[config.mk]
export PLATFORM = sky130hd
export DESIGN_NAME = aes_blk_loader
export DESIGN_NICKNAME = d
export VERILOG_FILES = /design/src/rtl/aes_pkg.sv /design/src/rtl/aes_blk_fifo.sv /design/src/rtl/aes_blk_loader.sv
export SDC_FILE = /design/constraint.sdc
export NUM_CORES = 1
export LEC_CHECK = 0
export CORE_ASPECT_RATIO = 2
export CORE_MARGIN = 5
export CORE_UTILIZATION = 40
export CTS_CLUSTER_DIAMETER = 200
export DETAILED_ROUTE_END_ITERATION = 10
export HOLD_SLACK_MARGIN = 0.06
export PLACE_DENSITY_LB_ADDON = 0.25
export REMOVE_ABC_BUFFERS = 1
export SLEW_MARGIN = 20
export SYNTH_ARGS = -nofsm -noshare
export SYNTH_HDL_FRONTEND = slang
export SYNTH_SLANG_ARGS = --single-unit
[constraint.sdc]
create_clock -name clk -period 15.87 [get_ports clk]
set_clock_uncertainty 0.2 [all_clocks]
set_input_delay 1.587 -clock clk [delete_from_list [all_inputs] [get_ports clk]]
set_output_delay 1.587 -clock clk [all_outputs]
set_load 0.02 [all_outputs]
[src/rtl/aes_pkg.sv]
// ============================================================================
// Module      : aes_pkg
// Description : Shared types for the AES block loader: block width, block
//               type, loader FSM state encoding and the buffered entry layout.
// Revision    : 1.0 - initial release
// ============================================================================
`default_nettype none

package aes_pkg;

    localparam int AES_BLK_W = 128;

    typedef logic [AES_BLK_W-1:0] aes_blk_t;

    typedef enum logic [1:0] {
        IDLE  = 2'd0,
        ISSUE = 2'd1,
        BUSY  = 2'd2
    } loader_st_e;

    // One buffered block together with its encrypt/decrypt selector.
    typedef struct packed {
        logic     ende;
        aes_blk_t blk;
    } loader_ent_t;

endpackage

`default_nettype wire

[src/rtl/aes_blk_fifo.sv]
// ============================================================================
// Module      : aes_blk_fifo
// Description : Synchronous FIFO of loader_ent_t entries with synchronous
//               clear. Push when full and pop when empty are ignored.
//               full/empty reflect the registered occupancy only, so a pop
//               never makes room for a push in the same cycle.
// Ports       : clk, reset_n (async, active low), clear, push, wr_ent,
//               pop, rd_ent (head entry), full, empty
// Revision    : 1.0 - initial release
// ============================================================================
`default_nettype none

module aes_blk_fifo
    import aes_pkg::*;
#(
    parameter int DEPTH = 2
) (
    input  logic        clk,
    input  logic        reset_n,
    input  logic        clear,
    input  logic        push,
    input  loader_ent_t wr_ent,
    input  logic        pop,
    output loader_ent_t rd_ent,
    output logic        full,
    output logic        empty
);

    localparam int PTR_W = (DEPTH > 1) ? $clog2(DEPTH) : 1;
    localparam int CNT_W = $clog2(DEPTH + 1);

    loader_ent_t        r_mem [DEPTH];
    logic [PTR_W-1:0]   r_wr_ptr;
    logic [PTR_W-1:0]   r_rd_ptr;
    logic [CNT_W-1:0]   r_count;

    logic               w_do_push;
    logic               w_do_pop;

    function automatic logic [PTR_W-1:0] ptr_inc(input logic [PTR_W-1:0] p);
        return (p == PTR_W'(DEPTH - 1)) ? '0 : p + PTR_W'(1);
    endfunction

    assign full      = (r_count == CNT_W'(DEPTH));
    assign empty     = (r_count == '0);
    assign w_do_push = push && !full;
    assign w_do_pop  = pop && !empty;
    assign rd_ent    = r_mem[r_rd_ptr];

    always_ff @(posedge clk or negedge reset_n) begin
        if (!reset_n) begin
            r_wr_ptr <= '0;
            r_rd_ptr <= '0;
            r_count  <= '0;
        end else if (clear) begin
            r_wr_ptr <= '0;
            r_rd_ptr <= '0;
            r_count  <= '0;
        end else begin
            if (w_do_push) begin
                r_wr_ptr <= ptr_inc(r_wr_ptr);
            end
            if (w_do_pop) begin
                r_rd_ptr <= ptr_inc(r_rd_ptr);
            end
            case ({w_do_push, w_do_pop})
                2'b10:   r_count <= r_count + CNT_W'(1);
                2'b01:   r_count <= r_count - CNT_W'(1);
                default: r_count <= r_count;
            endcase
        end
    end

    // Storage needs no reset: occupancy tracking guards every read.
    always_ff @(posedge clk) begin
        if (w_do_push && !clear) begin
            r_mem[r_wr_ptr] <= wr_ent;
        end
    end

endmodule

`default_nettype wire

[src/rtl/aes_blk_loader.sv]
// ============================================================================
// Module      : aes_blk_loader
// Description : Upstream feeder for the AES core. Packs WORD_W-bit words into
//               128-bit blocks (first word in the MSBs), buffers blocks in a
//               small FIFO and launches them one at a time, waiting for the
//               core to finish each block before issuing the next.
// Ports       : clk, reset_n (async, active low)
//               s_valid/s_ready/s_data/s_ende/s_last : word stream in
//               flush                                : drop partial + buffered
//               key_ready, core_ready, core_done     : core status
//               core_data_valid, core_data, core_ende: core launch interface
//               pad_evt, blk_issued, err_timeout     : status
// Config      : define AES_LOADER_WDOG_EN to enable the BUSY watchdog
//               (err_timeout after TIMEOUT_CYC cycles without core_done).
// Revision    : 1.0 - initial release
// ============================================================================
`default_nettype none

module aes_blk_loader
    import aes_pkg::*;
#(
    parameter int WORD_W      = 32,   // 32 or 64
    parameter int FIFO_DEPTH  = 2,
    parameter int TIMEOUT_CYC = 64
) (
    input  logic                 clk,
    input  logic                 reset_n,
    input  logic                 s_valid,
    output logic                 s_ready,
    input  logic [WORD_W-1:0]    s_data,
    input  logic                 s_ende,
    input  logic                 s_last,
    input  logic                 flush,
    input  logic                 key_ready,
    input  logic                 core_ready,
    input  logic                 core_done,
    output logic                 core_data_valid,
    output logic [AES_BLK_W-1:0] core_data,
    output logic                 core_ende,
    output logic                 pad_evt,
    output logic [15:0]          blk_issued,
    output logic                 err_timeout
);

    localparam int WPB   = AES_BLK_W / WORD_W;
    localparam int IDX_W = (WPB > 1) ? $clog2(WPB) : 1;

    // ------------------------------------------------------------------
    // Word packing
    // ------------------------------------------------------------------
    logic [IDX_W-1:0] r_word_idx;
    aes_blk_t         r_pack;
    logic             r_ende_hold;
    logic             r_pad_evt;

    logic             w_fifo_full;
    logic             w_fifo_empty;
    logic             w_last_word;
    logic             w_close;
    logic             w_accept;
    logic             w_commit;
    logic             w_pad;
    logic             w_ende_cur;
    aes_blk_t         w_blk_next;
    loader_ent_t      w_wr_ent;
    loader_ent_t      w_rd_ent;

    assign w_last_word = (r_word_idx == IDX_W'(WPB - 1));
    assign w_close     = w_last_word || s_last;

    // Any block-closing word (full or s_last-padded) needs a free entry;
    // the registered full flag is used so there is no path from the pop.
    assign s_ready     = !flush && !(w_close && w_fifo_full);
    assign w_accept    = s_valid && s_ready;
    assign w_commit    = w_accept && w_close;
    assign w_pad       = w_commit && !w_last_word;

    // Direction is captured with the first word and held for the block.
    assign w_ende_cur  = (r_word_idx == '0) ? s_ende : r_ende_hold;

    // Partial block with the current word merged in; words not yet
    // written stay zero because r_pack is cleared after every commit.
    always_comb begin
        w_blk_next = r_pack;
        for (int k = 0; k < WPB; k++) begin
            if (r_word_idx == IDX_W'(k)) begin
                w_blk_next[AES_BLK_W-1-k*WORD_W -: WORD_W] = s_data;
            end
        end
    end

    assign w_wr_ent.ende = w_ende_cur;
    assign w_wr_ent.blk  = w_blk_next;

    always_ff @(posedge clk or negedge reset_n) begin
        if (!reset_n) begin
            r_word_idx  <= '0;
            r_pack      <= '0;
            r_ende_hold <= 1'b0;
            r_pad_evt   <= 1'b0;
        end else begin
            r_pad_evt <= w_pad;
            if (flush) begin
                r_word_idx <= '0;
                r_pack     <= '0;
            end else if (w_accept) begin
                if (w_close) begin
                    r_word_idx <= '0;
                    r_pack     <= '0;
                end else begin
                    r_word_idx  <= r_word_idx + IDX_W'(1);
                    r_pack      <= w_blk_next;
                    r_ende_hold <= w_ende_cur;
                end
            end
        end
    end

    assign pad_evt = r_pad_evt;

    // ------------------------------------------------------------------
    // Block buffer
    // ------------------------------------------------------------------
    loader_st_e r_state;
    loader_st_e w_state_nxt;
    logic       w_issue_go;
    logic       w_pop;
    logic       w_timeout;

    aes_blk_fifo #(
        .DEPTH (FIFO_DEPTH)
    ) u_fifo (
        .clk     (clk),
        .reset_n (reset_n),
        .clear   (flush),
        .push    (w_commit),
        .wr_ent  (w_wr_ent),
        .pop     (w_pop),
        .rd_ent  (w_rd_ent),
        .full    (w_fifo_full),
        .empty   (w_fifo_empty)
    );

    // ------------------------------------------------------------------
    // Issue FSM
    // ------------------------------------------------------------------
    always_ff @(posedge clk or negedge reset_n) begin
        if (!reset_n) begin
            r_state <= IDLE;
        end else begin
            r_state <= w_state_nxt;
        end
    end

    always_comb begin
        w_state_nxt = r_state;
        w_issue_go  = 1'b0;
        w_pop       = 1'b0;
        case (r_state)
            IDLE: begin
                if (!w_fifo_empty && key_ready && core_ready) begin
                    w_state_nxt = ISSUE;
                    w_issue_go  = 1'b1;
                end
            end
            ISSUE: begin
                w_pop       = 1'b1;
                w_state_nxt = BUSY;
            end
            BUSY: begin
                if (core_done || w_timeout) begin
                    w_state_nxt = IDLE;
                end
            end
            default: begin
                w_state_nxt = IDLE;
            end
        endcase
    end

    // Launch data is captured on the edge entering ISSUE and held through
    // BUSY so core_ende stays stable until the core finishes.
    logic [AES_BLK_W-1:0] r_core_data;
    logic                 r_core_ende;
    logic [15:0]          r_blk_issued;

    always_ff @(posedge clk or negedge reset_n) begin
        if (!reset_n) begin
            r_core_data  <= '0;
            r_core_ende  <= 1'b0;
            r_blk_issued <= '0;
        end else if (w_issue_go) begin
            r_core_data  <= w_rd_ent.blk;
            r_core_ende  <= w_rd_ent.ende;
            r_blk_issued <= r_blk_issued + 16'd1;
        end
    end

    assign core_data_valid = (r_state == ISSUE);
    assign core_data       = r_core_data;
    assign core_ende       = r_core_ende;
    assign blk_issued      = r_blk_issued;

    // ------------------------------------------------------------------
    // Optional BUSY watchdog
    // ------------------------------------------------------------------
`ifdef AES_LOADER_WDOG_EN
    localparam int WD_W = $clog2(TIMEOUT_CYC + 1);

    logic [WD_W-1:0] r_wdog_cnt;
    logic            r_err_timeout;

    // Counts BUSY cycles; fires on the TIMEOUT_CYC-th one without core_done.
    assign w_timeout = (r_state == BUSY) && !core_done &&
                       (r_wdog_cnt == WD_W'(TIMEOUT_CYC - 1));

    always_ff @(posedge clk or negedge reset_n) begin
        if (!reset_n) begin
            r_wdog_cnt    <= '0;
            r_err_timeout <= 1'b0;
        end else begin
            if (r_state == BUSY && !w_timeout) begin
                r_wdog_cnt <= r_wdog_cnt + WD_W'(1);
            end else begin
                r_wdog_cnt <= '0;
            end
            if (w_timeout) begin
                r_err_timeout <= 1'b1;
            end
        end
    end

    assign err_timeout = r_err_timeout;
`else
    logic w_unused_timeout_cfg;

    assign w_unused_timeout_cfg = ^TIMEOUT_CYC;
    assign w_timeout            = 1'b0;
    assign err_timeout          = 1'b0;
`endif

endmodule

`default_nettype wire
# After elaboration in Yosys (flattened, before gate mapping)
# Memories as Yosys holds them, arrays and structs flattened. A register that Yosys moved wholly into a read port is not among the register bits.
# Index checks and enable logic that the tools add are counted.
totals:
  reg_bits: 154
  ramBits: 258
  input_bits: 41
  out_inout_bits: 149
  elab_cells: 81
  n_memories: 1
mem_list:
  columns: ["name", "words", "width", "read_ports", "rd_clocked_by_memory_dff", "write_ports", "line_no", "source"]
  rows:
  - ["u_fifo.r_mem", 2, 129, 1, 1, 1, "aes_blk_fifo.sv:32", "loader_ent_t r_mem [DEPTH];"]
op_classes:
  addsub: 6
  eq_ne: 10
  n_mux: 27
  n_bitwise: 2
  n_reduce_logical: 26
ops:
  columns: ["op", "n"]
  rows:
  - ["2-to-1 mux 128 bit", 3]
  - ["2-to-1 mux 32 bit", 4]
  - ["adder 16 x 1 -> 16 bit, second input constant", 1]
  - ["2-to-1 mux 1 bit", 12]
  - ["2-to-1 mux 2 bit", 6]
  - ["equality test 2 bit, second input constant", 5]
  - ["logical AND 1 bit", 10]
  - ["equality test 2 x 1 -> 1 bit, second input constant", 3]
  - ["logical NOT 1 bit", 6]
  - ["logical NOT 2 bit", 3]
  - ["case mux 2 bit (3 select lines)", 1]
  - ["nonzero test 2 bit", 3]
  - ["adder 2 x 1 -> 2 bit, second input constant", 2]
  - ["inequality test 2 bit, second input constant", 2]
  - ["case mux 2 bit (2 select lines)", 1]
  - ["AND reduction 3 bit", 1]
  - ["nonzero test 3 bit", 1]
  - ["adder 1 bit, second input constant", 2]
  - ["inverter 1 bit", 2]
  - ["AND reduction 2 bit", 1]
  - ["subtractor 2 x 1 -> 2 bit, second input constant", 1]
  - ["logical OR 1 bit", 1]

# Depth between registers and ports, before layout
logic_depth:
  depth_word: 11
  mapped_depth: 7
  depth_no_buf: 5

# By module
# Synthesis repeated with hierarchy kept, for this count alone.
unflattened:
  hier_cells: 1514
  hier_area_um2: 21490.6
by_module_without_submodules:
  columns: ["module", "instances", "cells_per_inst", "area_per_inst_um2", "seq_area_each_um2"]
  rows:
  - ["aes_blk_loader", 1, 1088, 12000.3, 6981.7]
  - ["aes_blk_fifo", 1, 426, 9490.4, 7847.5]

# Worst setup path before layout
# OpenSTA, ideal clock, no wires.
synth_path:
  path_kind: "input to register"
  from: "input port flush"
  to: "memory u_fifo.r_mem[0][0] (netlist name), enable pin"
  setup_ns: 0.776
  arrival_time_ns: 10.846
  required_ns: 14.894
  slack_ns: 4.048
  stages: 3
  n_path_buf: 0
  cell_sequence: "nand2b_1 -> or3_1 -> nor3_1"
synth_between:
  elab_chain_cells: 8
synth_rtl:
  columns: ["element", "line_no", "source"]
  rows:
  - ["start, declared", "aes_blk_loader.sv:33", "input logic flush,"]
  - ["logical NOT 1 bit *", "aes_blk_fifo.sv:76, aes_blk_loader.sv:73", null]
  - ["logical AND 1 bit", "aes_blk_loader.sv:73", "assign s_ready = !flush && !(w_close && w_fifo_full);"]
  - ["logical AND 1 bit", "aes_blk_loader.sv:74", "assign w_accept = s_valid && s_ready;"]
  - ["logical AND 1 bit", "aes_blk_loader.sv:75", "assign w_commit = w_accept && w_close;"]
  - ["logical AND 1 bit", "aes_blk_fifo.sv:46", "assign w_do_push = push && !full;"]
  - ["logical AND 1 bit *", "aes_blk_fifo.sv:76", "if (w_do_push && !clear) begin"]
  - ["2-to-1 mux 1 bit *", "aes_blk_fifo.sv:76", null]
  - ["2-to-1 mux 1 bit (not written as such) *", "aes_blk_fifo.sv:77", "r_mem[r_wr_ptr] <= wr_ent;"]
  - ["end, declared", "aes_blk_fifo.sv:32", null]
# Every way passes the cells marked *; elsewhere a longest branch is shown, timed or not.

# Final worst setup path
layout_path:
  from: "input port s_last"
  to: "output port s_ready"
layout_between:
  elab_chain_cells: 4
layout_rtl:
  columns: ["element", "line_no", "source"]
  rows:
  - ["start, declared", "aes_blk_loader.sv:32", "input logic s_last,"]
  - ["logical OR 1 bit", "aes_blk_loader.sv:69", "assign w_close = w_last_word || s_last;"]
  - ["logical AND 1 bit", "aes_blk_loader.sv:73", null]
  - ["logical NOT 1 bit", "aes_blk_loader.sv:73", null]
  - ["logical AND 1 bit", "aes_blk_loader.sv:73", null]
  - ["end, declared", "aes_blk_loader.sv:29", "output logic s_ready,"]
# No other way between the ends.

==> flow_summary.rst <==
.. list-table::
   :header-rows: 1

   * - Metric
     - Value
   * - Remaining max-slew budget at the tightest pin
     - 32.0%
   * - Crit-path cells
     - clkdlybuf4s50_1 > o21ai_1 > nor2b_1 > clkdlybuf4s50_1
   * - Category of cells accounting for the largest share of critical-path delay
     - buffers and inverters
   * - Via count of the first global-routing pass
     - 12400
   * - Cell-internal power
     - 2.58 mW
   * - Relative contribution of the clock network to total power
     - 34.1%
   * - Area taken by multi-input logic gates
     - 5650 sq um
   * - Ant. Diodes
     - 0
   * - Routability Congestion
     - 0.766
   * - Crit share post-route
     - 31.0%
   * - DIE AREA
     - 57100 sq um
   * - Post-synth cell types
     - 37
   * - Worst-Margin Slew
     - 1.02 ns
   * - Net switching power
     - 938 uW
   * - Critical register-to-register path startpoint
     - r_word_idx[1]$_DFFE_PN0P_
   * - Data required time at the worst endpoint
     - 14.08 ns
   * - Post-placement cell area
     - 23300 sq um
   * - Number of enable flip-flop cells after synthesis
     - 258
   * - Final-report hold violation count
     - 0
   * - Gr ovfl total
     - 0
   * - CP Class
     - in2out
   * - Port Buffer Count
     - 188
   * - Final nets
     - 1577
   * - Kind of start point of the critical path
     - input port
   * - Placeable Area
     - 51800 sq um
   * - Final Util
     - 48.2%
   * - Fill cell total of the finished layout
     - 4432
   * - Critical Path End
     - s_ready
   * - Mean routed wirelength per cell
     - 21.2 um
   * - Via/cell ratio
     - 5.21
   * - Run status
     - complete, no violations
   * - Combined global-route utilization of all metal layers
     - 16.5%
   * - Number of antenna violations at the first check in global routing
     - 0
   * - Number of standard-cell rows in the floorplan
     - 118
   * - Part of the Yosys area used for sequential elements
     - 71.0%
   * - Signal arrival time at the worst endpoint
     - 3.13 ns
   * - Maximum fanout along the worst path
     - 3
   * - Sum of routed wire length over all layers
     - 47200 um
   * - Reg clk slew, reported paths
     - 0.06 ns
   * - Area share of fa/ha/maj cells after synthesis
     - 0.300%
   * - Register bit total from synthesis
     - 541
   * - Clock latency of the later-clocked register in the worst-skew pair
     - 0.57 ns
   * - Final-report setup violation count
     - 0
   * - Number of instances resized during post-cts repair
     - 0
   * - Path type of the worst min-delay path
     - reg2reg
   * - Detail Placement HPWL
     - 27300 um
   * - CP most frequent cell
     - sky130_fd_sc_hd__clkdlybuf4s50_1
   * - Power density of the placed cells
     - 141 nW/um^2
   * - Share of power burned in combinational logic
     - 17.7%
   * - Stages on the worst setup path
     - 4
   * - Dominant combinational cell family by area after synthesis
     - multiplexers
   * - RSZ-0062 raised after global routing
     - no
   * - First element of the critical path
     - s_last
   * - Clock period minus worst slack
     - 4.92 ns
   * - Starting density of the core
     - 40.3%
   * - Mux contribution to synthesized area
     - 13.3%
   * - Htree depth
     - 2
   * - Setup_tns
     - 0 ns
   * - Top-level port count
     - 190
   * - Post-synthesis compound-gate area fraction
     - 8.67%
   * - Clock buffer count from CTS
     - 49
   * - Hold bufs inserted after CTS
     - 0
   * - Average footprint of a synthesized cell
     - 15.3 sq um
   * - DIE HEIGHT
     - 333 um
   * - Number of max-slew violations in the final report
     - 0
   * - Clock Tree Buf Depth
     - 3
   * - Width of the chip
     - 172 um
   * - Slowest stage delay, CP
     - 0.61 ns
   * - Buffers & Inverters on Critical Path
     - 2
   * - Layout cell share with drive strength beyond 1
     - 15.0%
   * - Xor-xnor portion of the synthesized cell area
     - 0.713%
   * - Max-cap violations
     - 0
   * - First-pass GRT wire length
     - 73500 um
   * - Number of nets with antenna violations after detailed routing
     - 0
   * - Net switching fraction of the power
     - 26.6%
   * - Clock tree from TritonCTS
     - yes
   * - Number of sinks driven by the clock tree
     - 541
   * - Remaining routing DRC violations
     - 0
   * - Async set or reset register ratio after synthesis
     - 52.3%
   * - Synth Cell Area
     - 20900 sq um
   * - Yosys synthesis warning count
     - 0
   * - Final design area excluding fillers
     - 25000 sq um
   * - Number of DRC violations after detailed-routing iteration 0
     - 660
   * - Via count
     - 11600
   * - Count of cells along the worst register-to-register path
     - 6
   * - Endpoint kind of the worst setup timing path
     - output port
   * - Register-to-Register Setup Slack
     - 11.66 ns
   * - Hold_ws
     - 0.277 ns
   * - Share of total power in sequential cells
     - 48.3%
   * - Area fraction in and, or, nand and nor cells after synthesis
     - 3.78%
   * - CP max stage cell
     - sky130_fd_sc_hd__clkdlybuf4s50_1
   * - Cell chosen for the clock root
     - sky130_fd_sc_hd__clkbuf_16
   * - Area used by sequential logic in the layout
     - 14800 sq um
   * - Destination of the worst register-to-register timing path
     - u_fifo.r_mem[1][22]$_DFFE_PP_
   * - Lkg Pwr
     - 9.62 nW
   * - IR drop worst, VDD
     - 0.0000947 V
   * - Post-Synthesis Cells
     - 1365
   * - Commonest register cell after synthesis
     - sky130_fd_sc_hd__dfrtp_1
   * - Total setup buffers inserted after CTS
     - 0
   * - Pin count of the biggest net entering global routing
     - 130
   * - Upper clock frequency limit
     - 0.203 GHz
   * - TritonRoute pass-1 iters
     - 5
   * - Area growth from synthesis to layout
     - 19.8%
[cells in the final DEF, fill, tap and decap left out, types with 2 or more instances in the layout]
cell / n
sky130_fd_sc_hd__a21oi_1: 2
sky130_fd_sc_hd__nand2b_1: 3
sky130_fd_sc_hd__mux2i_1: 130
sky130_fd_sc_hd__nor2_1: 9
sky130_fd_sc_hd__inv_1: 3
sky130_fd_sc_hd__xor2_1: 4
sky130_fd_sc_hd__clkinv_2: 12
sky130_fd_sc_hd__bufinv_16: 4
sky130_fd_sc_hd__clkbuf_1: 14
sky130_fd_sc_hd__nand2_1: 142
sky130_fd_sc_hd__o21ai_0: 29
sky130_fd_sc_hd__nand4_1: 3
sky130_fd_sc_hd__a22o_1: 129
sky130_fd_sc_hd__o21ai_1: 104
sky130_fd_sc_hd__nor3_2: 2
sky130_fd_sc_hd__clkdlybuf4s50_1: 187
sky130_fd_sc_hd__buf_4: 15
sky130_fd_sc_hd__dfrtp_1: 282
sky130_fd_sc_hd__or3_1: 2
sky130_fd_sc_hd__ha_4: 2
sky130_fd_sc_hd__nand3_1: 7
sky130_fd_sc_hd__mux2_2: 126
sky130_fd_sc_hd__mux2_1: 5
sky130_fd_sc_hd__clkbuf_16: 51
sky130_fd_sc_hd__edfxtp_1: 258
sky130_fd_sc_hd__xnor2_1: 13
sky130_fd_sc_hd__clkbuf_8: 7
sky130_fd_sc_hd__nor3_1: 2
sky130_fd_sc_hd__nor4_2: 2
sky130_fd_sc_hd__ha_2: 2
[metal layers]
layer	vias up	track usage, %	part of all wire, %
met5	-	0	0
met4	0	4.57	2.1
met3	68	2.84	4.9
met2	267	28.9	52
met1	5929	20.8	41
li1	5368	-	-
[worst min path at each step]
stage	start	end	cells after the start
floorplan	r_ende_hold$_DFFE_PN0P_	r_ende_hold$_DFFE_PN0P_	1
global placement	core_data[14]$_DFFE_PN0P_	core_data[14]$_DFFE_PN0P_	2
detailed placement	core_data[47]$_DFFE_PN0P_	core_data[47]$_DFFE_PN0P_	2
CTS	blk_issued[15]$_DFFE_PN0P_	blk_issued[15]$_DFFE_PN0P_	1
global route	blk_issued[15]$_DFFE_PN0P_	blk_issued[15]$_DFFE_PN0P_	1
finish	blk_issued[15]$_DFFE_PN0P_	blk_issued[15]$_DFFE_PN0P_	1
[power by group through the flow]
stage / sequential (mW) / combinational, mW / clock, mW
detailed placement: 1.73 / 0.633 / 0
CTS: 1.70 / 0.636 / 1.24
global placement: 1.73 / 0.626 / 0
floorplan: 1.87 / 0.140 / 0
finish: 1.70 / 0.622 / 1.20
global route: 1.72 / 0.673 / 1.29
[cell type report]
type                    count  share of cell area (%)
flip-flops and latches    541                    59.3
clock buffers              72                    5.70
multi-input cells         730                    22.6
repair buffers            205                    8.19
inverters                   4                  0.0601
clock inverters            19                   0.811
well taps                 660                    3.30
[stage by stage]
step	cells	power (mW)	setup slack [ns]
2_1_floorplan	1275	2.01	4.05
6_report	2231	3.52	10.95
4_1_cts	2230	3.58	10.96
5_1_grt	2231	3.68	10.90
3_3_place_gp	2139	2.35	10.55
3_5_place_dp	2139	2.36	10.57
[registers in the layout, summed over array words and instances (netlist names), 2 cells and up]
register        cells
blk_issued         16
core_data         128
r_pack            128
r_state             2
r_word_idx          2
u_fifo.r_count      2
u_fifo.r_mem      258
[logic make-up (layout without fill, tap and decap cells)]
kind of cell	count (synthesis)	in the layout
fa+ha+maj	5	5
other cells	1	1
compound gates	265	265
mux	261	261
buf+inv	94	300
simple gates	181	181
xor+xnor	17	17
flops	541	541
[synthesized netlist by cell type, types with 4 or more instances]
cell	n	share of area, %
sky130_fd_sc_hd__o21ai_0	29	0.70
sky130_fd_sc_hd__mux2i_1	130	6.2
sky130_fd_sc_hd__o21ai_1	104	2.5
sky130_fd_sc_hd__dfrtp_1	283	34
sky130_fd_sc_hd__nor2_1	9	0.16
sky130_fd_sc_hd__xor2_1	4	0.17
sky130_fd_sc_hd__ha_1	5	0.30
sky130_fd_sc_hd__edfxtp_1	258	37
sky130_fd_sc_hd__buf_1	9	0.16
sky130_fd_sc_hd__mux2_1	5	0.27
sky130_fd_sc_hd__buf_2	35	0.84
sky130_fd_sc_hd__xnor2_1	13	0.55
sky130_fd_sc_hd__nand2_1	142	2.6
sky130_fd_sc_hd__a22o_1	129	5.4
sky130_fd_sc_hd__clkbuf_1	32	0.58
sky130_fd_sc_hd__mux2_2	126	6.8
sky130_fd_sc_hd__nand3_1	7	0.17
sky130_fd_sc_hd__buf_4	13	0.47
Power figures use the tool's default switching activity.
